### config.mk
export PLATFORM = sky130hd
export DESIGN_NAME = video_sync_v_gen
export DESIGN_NICKNAME = d
export VERILOG_FILES = /design/src/rtl/video_sync_v_gen.sv
export SDC_FILE = /design/constraint.sdc
export NUM_CORES = 1
export LEC_CHECK = 0
export ABC_AREA = 1
export CAP_MARGIN = 25
export CORE_ASPECT_RATIO = 0.7
export CORE_UTILIZATION = 51
export CTS_BUF_LIST = sky130_fd_sc_hd__clkbuf_16
export CTS_CLUSTER_DIAMETER = 150
export CTS_CLUSTER_SIZE = 25
export DETAILED_ROUTE_END_ITERATION = 10
export PLACE_DENSITY = 0.9
export SETUP_SLACK_MARGIN = 0.3
export SLEW_MARGIN = 40
export SYNTH_ARGS = -nofsm -noshare
export SYNTH_HDL_FRONTEND = slang
export SYNTH_SLANG_ARGS = --single-unit
### constraint.sdc
create_clock -name clk -period 1.4 [get_ports clk]
set_input_delay 0.21 -clock clk [delete_from_list [all_inputs] [get_ports clk]]
set_output_delay 0.21 -clock clk [all_outputs]
set_load 0.02 [all_outputs]
### src/rtl/video_sync_v_gen.sv
// rtl/video_sync_v_gen.sv - vertical timing generator: line counter, vblank/vsync/vpix, INT strobe, frame counter
// Mode inputs are latched at the frame wrap so that period and window stay stable for a whole frame.
module video_sync_v_gen #(
    parameter int VCW           = 9,
    parameter int VPERIOD_50    = 320,
    parameter int VPERIOD_60    = 264,
    parameter int VBLNK_BEG     = 0,
    parameter int VSYNC_BEG     = 8,
    parameter int VSYNC_END     = 11,
    parameter int VBLNK_END     = 32,
    parameter int INT_LINE      = 0,
    parameter int VPIX_BEG_PENT = 80,
    parameter int VPIX_END_PENT = 272,
    parameter int VPIX_BEG_ATM  = 76,
    parameter int VPIX_END_ATM  = 276,
    parameter int VPIX_SHIFT_60 = 32,
    parameter int FCW           = 5
) (
    input  logic           clk,
    input  logic           rst,
    input  logic           hsync_start,
    input  logic           line_start,
    input  logic           hint_start,
    input  logic           mode_atm_n_pent,
    input  logic           mode_60hz,
    output logic           vblank,
    output logic           vsync,
    output logic           int_start,
    output logic           vpix,
    output logic           frame_start,
    output logic [VCW-1:0] vcount,
    output logic [FCW-1:0] frame_cnt
);

    localparam logic [VCW-1:0] LAST_50       = VCW'(VPERIOD_50 - 1);
    localparam logic [VCW-1:0] LAST_60       = VCW'(VPERIOD_60 - 1);
    localparam logic [VCW-1:0] L_VBLNK_BEG   = VCW'(VBLNK_BEG);
    localparam logic [VCW-1:0] L_VBLNK_END   = VCW'(VBLNK_END);
    localparam logic [VCW-1:0] L_VSYNC_BEG   = VCW'(VSYNC_BEG);
    localparam logic [VCW-1:0] L_VSYNC_END   = VCW'(VSYNC_END);
    localparam logic [VCW-1:0] L_INT_LINE    = VCW'(INT_LINE);
    localparam logic [VCW-1:0] PENT_BEG_50   = VCW'(VPIX_BEG_PENT);
    localparam logic [VCW-1:0] PENT_END_50   = VCW'(VPIX_END_PENT);
    localparam logic [VCW-1:0] ATM_BEG_50    = VCW'(VPIX_BEG_ATM);
    localparam logic [VCW-1:0] ATM_END_50    = VCW'(VPIX_END_ATM);
    localparam logic [VCW-1:0] PENT_BEG_60   = VCW'(VPIX_BEG_PENT - VPIX_SHIFT_60);
    localparam logic [VCW-1:0] PENT_END_60   = VCW'(VPIX_END_PENT - VPIX_SHIFT_60);
    localparam logic [VCW-1:0] ATM_BEG_60    = VCW'(VPIX_BEG_ATM - VPIX_SHIFT_60);
    localparam logic [VCW-1:0] ATM_END_60    = VCW'(VPIX_END_ATM - VPIX_SHIFT_60);

    // Parameter sanity: the ordering of events within a frame must hold in every mode.
    if (!(VBLNK_BEG < VSYNC_BEG && VSYNC_BEG < VSYNC_END && VSYNC_END < VBLNK_END)) begin : g_bad_sync_order
        $error("video_sync_v_gen: blank/sync lines out of order");
    end
    if (!(VPIX_SHIFT_60 >= 0 &&
          VBLNK_END < VPIX_BEG_PENT - VPIX_SHIFT_60 && VBLNK_END < VPIX_BEG_ATM - VPIX_SHIFT_60 &&
          VBLNK_END < VPIX_BEG_PENT && VBLNK_END < VPIX_BEG_ATM)) begin : g_bad_pix_beg
        $error("video_sync_v_gen: picture window begins inside vblank");
    end
    if (!(VPIX_BEG_PENT < VPIX_END_PENT && VPIX_BEG_ATM < VPIX_END_ATM &&
          VPIX_END_PENT < VPERIOD_50 && VPIX_END_ATM < VPERIOD_50 &&
          VPIX_END_PENT - VPIX_SHIFT_60 < VPERIOD_60 &&
          VPIX_END_ATM - VPIX_SHIFT_60 < VPERIOD_60)) begin : g_bad_pix_end
        $error("video_sync_v_gen: picture window end out of range");
    end
    if (!(VPERIOD_50 <= (1 << VCW) && VPERIOD_60 <= (1 << VCW) && VPERIOD_50 > 0 && VPERIOD_60 > 0)) begin : g_bad_period
        $error("video_sync_v_gen: period does not fit the line counter");
    end

    logic [VCW-1:0] vcount_q, vcount_d;
    logic [FCW-1:0] frame_cnt_q, frame_cnt_d;
    logic           atm_q, atm_d;
    logic           m60_q, m60_d;
    logic           vblank_q, vblank_d;
    logic           vsync_q, vsync_d;
    logic           int_start_q, int_start_d;
    logic           vpix_q, vpix_d;
    logic           frame_start_q, frame_start_d;

    logic [VCW-1:0] period_last;
    logic [VCW-1:0] pix_beg;
    logic [VCW-1:0] pix_end;
    logic           wrap;

    always_comb begin
        period_last = m60_q ? LAST_60 : LAST_50;
        if (atm_q) begin
            pix_beg = m60_q ? ATM_BEG_60 : ATM_BEG_50;
            pix_end = m60_q ? ATM_END_60 : ATM_END_50;
        end else begin
            pix_beg = m60_q ? PENT_BEG_60 : PENT_BEG_50;
            pix_end = m60_q ? PENT_END_60 : PENT_END_50;
        end
        wrap = hsync_start && (vcount_q == period_last);
    end

    // All comparisons below look at the line number held before this cycle's update.
    always_comb begin
        vcount_d      = vcount_q;
        frame_cnt_d   = frame_cnt_q;
        atm_d         = atm_q;
        m60_d         = m60_q;
        vblank_d      = vblank_q;
        vsync_d       = vsync_q;
        vpix_d        = vpix_q;
        int_start_d   = hint_start && (vcount_q == L_INT_LINE);
        frame_start_d = wrap;

        if (hsync_start) begin
            if (wrap) begin
                vcount_d    = '0;
                frame_cnt_d = frame_cnt_q + FCW'(1);
                atm_d       = mode_atm_n_pent;
                m60_d       = mode_60hz;
            end else begin
                vcount_d = vcount_q + VCW'(1);
            end

            if (vcount_q == L_VBLNK_BEG) begin
                vblank_d = 1'b1;
            end else if (vcount_q == L_VBLNK_END) begin
                vblank_d = 1'b0;
            end

            if (vcount_q == pix_beg) begin
                vpix_d = 1'b1;
            end else if (vcount_q == pix_end) begin
                vpix_d = 1'b0;
            end
        end

        if (hsync_start && (vcount_q == L_VSYNC_BEG)) begin
            vsync_d = 1'b1;
        end else if (line_start && (vcount_q == L_VSYNC_END)) begin
            vsync_d = 1'b0;
        end
    end

    always_ff @(posedge clk or posedge rst) begin
        if (rst) begin
            vcount_q      <= '0;
            frame_cnt_q   <= '0;
            atm_q         <= 1'b0;
            m60_q         <= 1'b0;
            vblank_q      <= 1'b0;
            vsync_q       <= 1'b0;
            int_start_q   <= 1'b0;
            vpix_q        <= 1'b0;
            frame_start_q <= 1'b0;
        end else begin
            vcount_q      <= vcount_d;
            frame_cnt_q   <= frame_cnt_d;
            atm_q         <= atm_d;
            m60_q         <= m60_d;
            vblank_q      <= vblank_d;
            vsync_q       <= vsync_d;
            int_start_q   <= int_start_d;
            vpix_q        <= vpix_d;
            frame_start_q <= frame_start_d;
        end
    end

    assign vcount      = vcount_q;
    assign frame_cnt   = frame_cnt_q;
    assign vblank      = vblank_q;
    assign vsync       = vsync_q;
    assign int_start   = int_start_q;
    assign vpix        = vpix_q;
    assign frame_start = frame_start_q;

endmodule
Word-level counts from Yosys, hierarchy flattened
Index checks and enable logic that the tools add are counted.
{"block": "totals", "regBits": 21, "in_bits": 7, "out_inout_bits": 19, "word_cells": 42}
{"block": "op_classes", "addsub": 2, "n_eq_ne": 6, "mux": 14, "reduce_logical": 11}
{"op": "$mux 9", "count": 4}
{"op": "$eq 9x9->1", "count": 3}
{"op": "$mux 7", "count": 3}
{"op": "$eq 9x4->1 const B", "count": 2}
{"op": "$add 9x1->9 const B", "count": 1}
{"op": "$eq 9x6->1 const B", "count": 1}
{"op": "$logic_not 9->1", "count": 1}
{"op": "$mux 1", "count": 6}
{"op": "$mux 6", "count": 1}
{"op": "$reduce_and 2->1", "count": 3}
{"op": "$reduce_bool 2->1", "count": 3}
{"op": "$add 5x1->5 const B", "count": 1}
{"op": "$logic_and 1x1->1", "count": 4}

Depth between registers and ports, before layout
Gate-level depths: netlist of run 1.
{"block": "depth", "ltp_word": 5, "depth_mapped": 9, "depth_no_buf": 7}

Worst setup path after synthesis of run 1
No wires, ideal clock.
{"block": "synth_timing", "path_kind": "reg-to-reg", "from": "reg vcount_q[1] (netlist: vcount[1])", "to": "reg frame_cnt_q[0] (netlist: frame_cnt[0])", "setup_ps": 118, "arrival_ps": 1279, "path_slack_ps": 3, "stages_incl_launch_ff": 8, "path_cell_list": "dfrtp_1 > ha_1 > nand2_2 > nor2_4 > nand3_2 > buf_6 > nand2_1 > nand2_1"}
{"block": "synth_between", "elab_chain_len": 3}
{"element": "start, declared", "line": "70", "rtl": "logic [VCW-1:0] vcount_q, vcount_d;"}
{"element": "start signal, assigned", "line": "151", "rtl": "vcount_q <= vcount_d;"}
{"element": "$eq 9x9->1", "line": "94", "rtl": "wrap = hsync_start && (vcount_q == period_last);"}
{"element": "$logic_and 1x1->1", "line": "94"}
{"element": "$reduce_and 2->1 (no source line)"}
{"element": "end signal, assigned", "line": "152", "rtl": "frame_cnt_q <= frame_cnt_d;"}
{"element": "end, declared", "line": "71", "rtl": "logic [FCW-1:0] frame_cnt_q, frame_cnt_d;"}
No other way between the ends.
A chain may end at the register's enable or synchronous reset.

Worst setup path after layout of run 1
{"block": "layout_timing", "from": "reg m60_q", "to": "reg frame_cnt_q[4] (netlist: frame_cnt[4])"}
{"block": "layout_between", "elab_chain_len": 4}
{"element": "start, declared", "line": "73", "rtl": "logic m60_q, m60_d;"}
{"element": "start signal, assigned", "line": "154", "rtl": "m60_q <= m60_d;"}
{"element": "$mux 6", "line": "86", "rtl": "period_last = m60_q ? LAST_60 : LAST_50;"}
{"element": "$eq 9x9->1", "line": "94"}
{"element": "$logic_and 1x1->1", "line": "94"}
{"element": "$reduce_and 2->1 (no source line)"}
No other way between the ends.

==> results of run 1 <==
## cells in the final DEF (no fill, tap or decap), types with 7 or more instances in the layout
cell type and count:
nand2_1 57, buf_4 26, nor2_1 10, nand2_2 7, dfrtp_1 12, buf_2 15, inv_1 17, dfrtp_2 9
nand3_1 16, buf_6 11
## final timing paths
| check | startpoint | to | slack [ns] | cells after the start |
|---|---|---|---|---|
| worst min register to register | vpix$_DFFE_PP0P_ | vpix$_DFFE_PP0P_ | 0.47 | 2 |
| max in group asynchronous | rst | vcount[4]$_DFFE_PP0P_ | 0.88 | 3 |
| min in group clk | vpix$_DFFE_PP0P_ | vpix$_DFFE_PP0P_ | 0.47 | 2 |
| worst max-delay path | m60_q$_DFFE_PP0P_ | frame_cnt[4]$_DFFE_PP0P_ | -0.02 | 6 |
| worst max register to register | m60_q$_DFFE_PP0P_ | frame_cnt[4]$_DFFE_PP0P_ | -0.02 | 6 |
| worst min-delay path | rst | vcount[7]$_DFFE_PP0P_ | 0.29 | 3 |
## final cells by class
class,instances,area (um^2)
multi-input combinational,134,815.8
inverter,25,106.4
clock inverter,1,3.754
sequential,21,536.8
fill,143,409.1
clock buffer,3,75.07
tap,34,42.54
timing repair buffer,60,469.2
## power by group
part	internal [uW]	switching, uW	total [uW]
Combinational	981	1350	2330
Sequential	767	267	1030
Clock	381	231	613
Total	2130	1850	3980
## tightest hold or removal path, delay by kind of cell
family   cells  cell delay [ns]
buf+inv      3             0.72
## per-layer routing
metal  vias to the layer above  part of all wire (%)
met5                         -                     0
met4                         0                   6.4
met3                        49                    13
met2                       158                    44
met1                       766                    37
li1                        697                     -
## logic make-up (layout without fill, tap and decap cells)
family,count (synthesis),in the layout,share of synthesized area [%]
and+or+nand+nor,123,124,42.63
buffers and inverters,31,89,11.08
DFF,21,21,39.44
xor gates and xnor gates,5,5,3.286
adders and majority gates,3,3,2.817
AOI/OAI and AO/OA,2,2,0.7512
## through the flow
step	setup slack, ns	setup TNS (ns)	utilization (%)
2_1_floorplan	0.1161	0	-
3_3_place_gp	-0.08695	-0.4898	71.04
3_5_place_dp	-0.1248	-0.9811	71.04
4_1_cts	0.1672	0	80.31
5_1_grt	-0.09528	-0.1102	83.36
6_report	-0.02142	-0.02142	83.36
## what timing repair did
| item | 4_1_cts | 5_1_grt |
|---|---|---|
| gates resized for setup | 89 | 38 |
| setup buffers | 12 | 6 |
| cloned | 1 | 0 |
| endpoints found under the setup margin | 38 | 34 |
| pin swaps | 17 | 13 |
==> impl_results.rst, run 1 <==
.. list-table::
   :header-rows: 1

   * - Metric
     - Value
   * - Maximum achievable frequency
     - 0.7035 GHz
   * - Sink count of the clock tree
     - 21
   * - Initial antenna violation count
     - 0
   * - CP Capture Type
     - flip-flop
   * - Data arrival at the endpoint of the critical path
     - around 1.6 ns
   * - Final clock skew
     - roughly 0.0031 ns
   * - Synthesized Nets
     - 195
   * - Total track usage
     - about a third
   * - GR Layer Usage met1
     - between 30 and 40%
   * - Sequential cell area fraction in the yosys report
     - 39.44%
   * - Cell area after layout
     - 2049 um^2
   * - Type of element launching the critical path
     - flip-flop
   * - Max-slew headroom
     - around 82%
   * - Unrepaired setup endpoints after global routing
     - yes
   * - MaxCap Viol Count
     - 0
   * - Vertical extent of the die
     - between 40 and 50 um
   * - Failing checks
     - setup timing
   * - Count of inserted antenna diode cells
     - 0
   * - Number of pins with negative max-slew slack in the final report
     - 0
   * - Global-route wire length before repair
     - roughly 6.9 mm
   * - Count of mapped cells out of synthesis
     - approximately 190
   * - Effective utilization at floorplan
     - between 50% and 60%
   * - Ratio of cells with drive above 1 in the final layout
     - 44.67%
   * - Crit path top cell by count
     - nand2_1
   * - H-tree depth
     - 1
   * - Global placer's final weighted congestion
     - approximately 0.97
   * - Num ports
     - 26
   * - Via count of the first global-routing pass
     - around 1500
   * - Total CTS buffers
     - 3
   * - Primary flip-flop cell chosen by synthesis mapping
     - dfrtp_1
   * - Slowest cell delay on critical path
     - 0.47 ns
   * - CTS tree
     - done
   * - Final setup margin
     - -0.02142 ns
   * - Leak Pwr
     - roughly 0.0011 uW
   * - DRT Wirelength
     - around 5.4 mm
   * - Synthesized area per cell
     - roughly 7 um^2
   * - Count leader, synth
     - nand2_1
   * - Worst-path fanout max
     - 5
   * - CP max stage cell
     - dfrtp_2
   * - Power per standard cell area
     - around 1900 nW/um^2
   * - Buffer and inverter count on the worst path
     - 0
   * - Worst-case hold slack
     - approximately 0.29 ns
   * - DRT iter0 DRCs
     - 174
   * - Dpl cell area
     - 1747 um^2
   * - Synthesized flop and latch total
     - 21
   * - Library cell used as clock root buffer
     - clkbuf_16
   * - Share of the cycle needed by the critical path after routing
     - 101.5%
   * - Clk slew on worst S/H paths
     - 0.06 ns
   * - Total number of vias
     - approximately 1700
   * - Final cell count without fillers
     - 278
   * - Fraction of met3 tracks used by global routing
     - between 7 and 8%
   * - Final hold viol count
     - 0
   * - Number of warning messages in the yosys log
     - 0
   * - Ys async rst share
     - 100.0%
   * - Die ar.
     - approximately 2800 um^2
   * - Maximum number of pins on one net before global-route repair
     - 22
   * - Routed wire length per instance
     - a little under 20 um
   * - Number of flip-flops under the largest register name
     - 9
   * - Fin crit period
     - roughly 1.4 ns
   * - Met2 Resource Use GR
     - approximately 56%
   * - Standard-cell row count
     - 15
   * - Hold bufs inserted after CTS
     - 0
   * - Layer with the highest usage after global routing
     - met2
   * - Number of synthesized flops with an enable pin
     - 0
   * - Synth top cells by count
     - 64 x nand2_1, 21 x dfrtp_1, 21 x nand3_1
   * - Run status
     - finished with violations
   * - Required time worst endpoint
     - between 1.5 and 2 ns
   * - Detail-routed via count per cell
     - between 6 and 7
   * - Largest area contributor in the synthesized netlist
     - dfrtp_1
   * - Overall power consumption
     - 3980 uW
   * - Residual DRC
     - 0
   * - Highest ir drop seen on vdd
     - approximately 0.0013 V
   * - Top cell family by delay on the critical path
     - simple AND/OR/NAND/NOR gates
   * - Unique cell type count in the Yosys netlist
     - 22
   * - Ordered cell list for the critical path
     - nand2_1, nand2_1, nor2_4, nand3_2, nand2_1, nand2_1
   * - Antenna-violating nets left
     - 0
   * - Netlist area before placement
     - about 1300 um^2
   * - GRT overflow
     - 0
   * - Post-Place Cells
     - roughly 260
   * - Buffers on Ports
     - 25
   * - Cell types occupying the most area after synthesis
     - dfrtp_1 39%, nand2_1 18%, nand3_1 7.9%
   * - Number of buffers on the longest clock path
     - 2
   * - Half-perimeter wire length after detailed placement
     - 2.432 mm
   * - Worst min-delay path category
     - in2async
   * - Core Area
     - 2459 um^2
   * - Worst setup path class
     - reg2reg
   * - Number of endpoints failing setup at the final stage
     - 1
   * - X dimension of the die
     - between 60 and 70 um
   * - Relative area change from synthesis to final layout
     - 53.80%
   * - Total Nets Final
     - around 260
   * - Clock latency at the later pin of the worst-skew pair
     - 0.26 ns
   * - Detailed-router iteration count before antenna repair
     - 5
   * - Share of the synthesized area in the top cell type
     - between 30% and 40%
   * - Slew of the pin with the lowest slew margin
     - ~0.27 ns
(Power assumes the default switching activity.)
==> run 2: changes to the inputs <==
- CAP_MARGIN: 25 -> 40
==> results of run 2 <==
The final DEF is identical to that of run 1; final timing and power are the same.
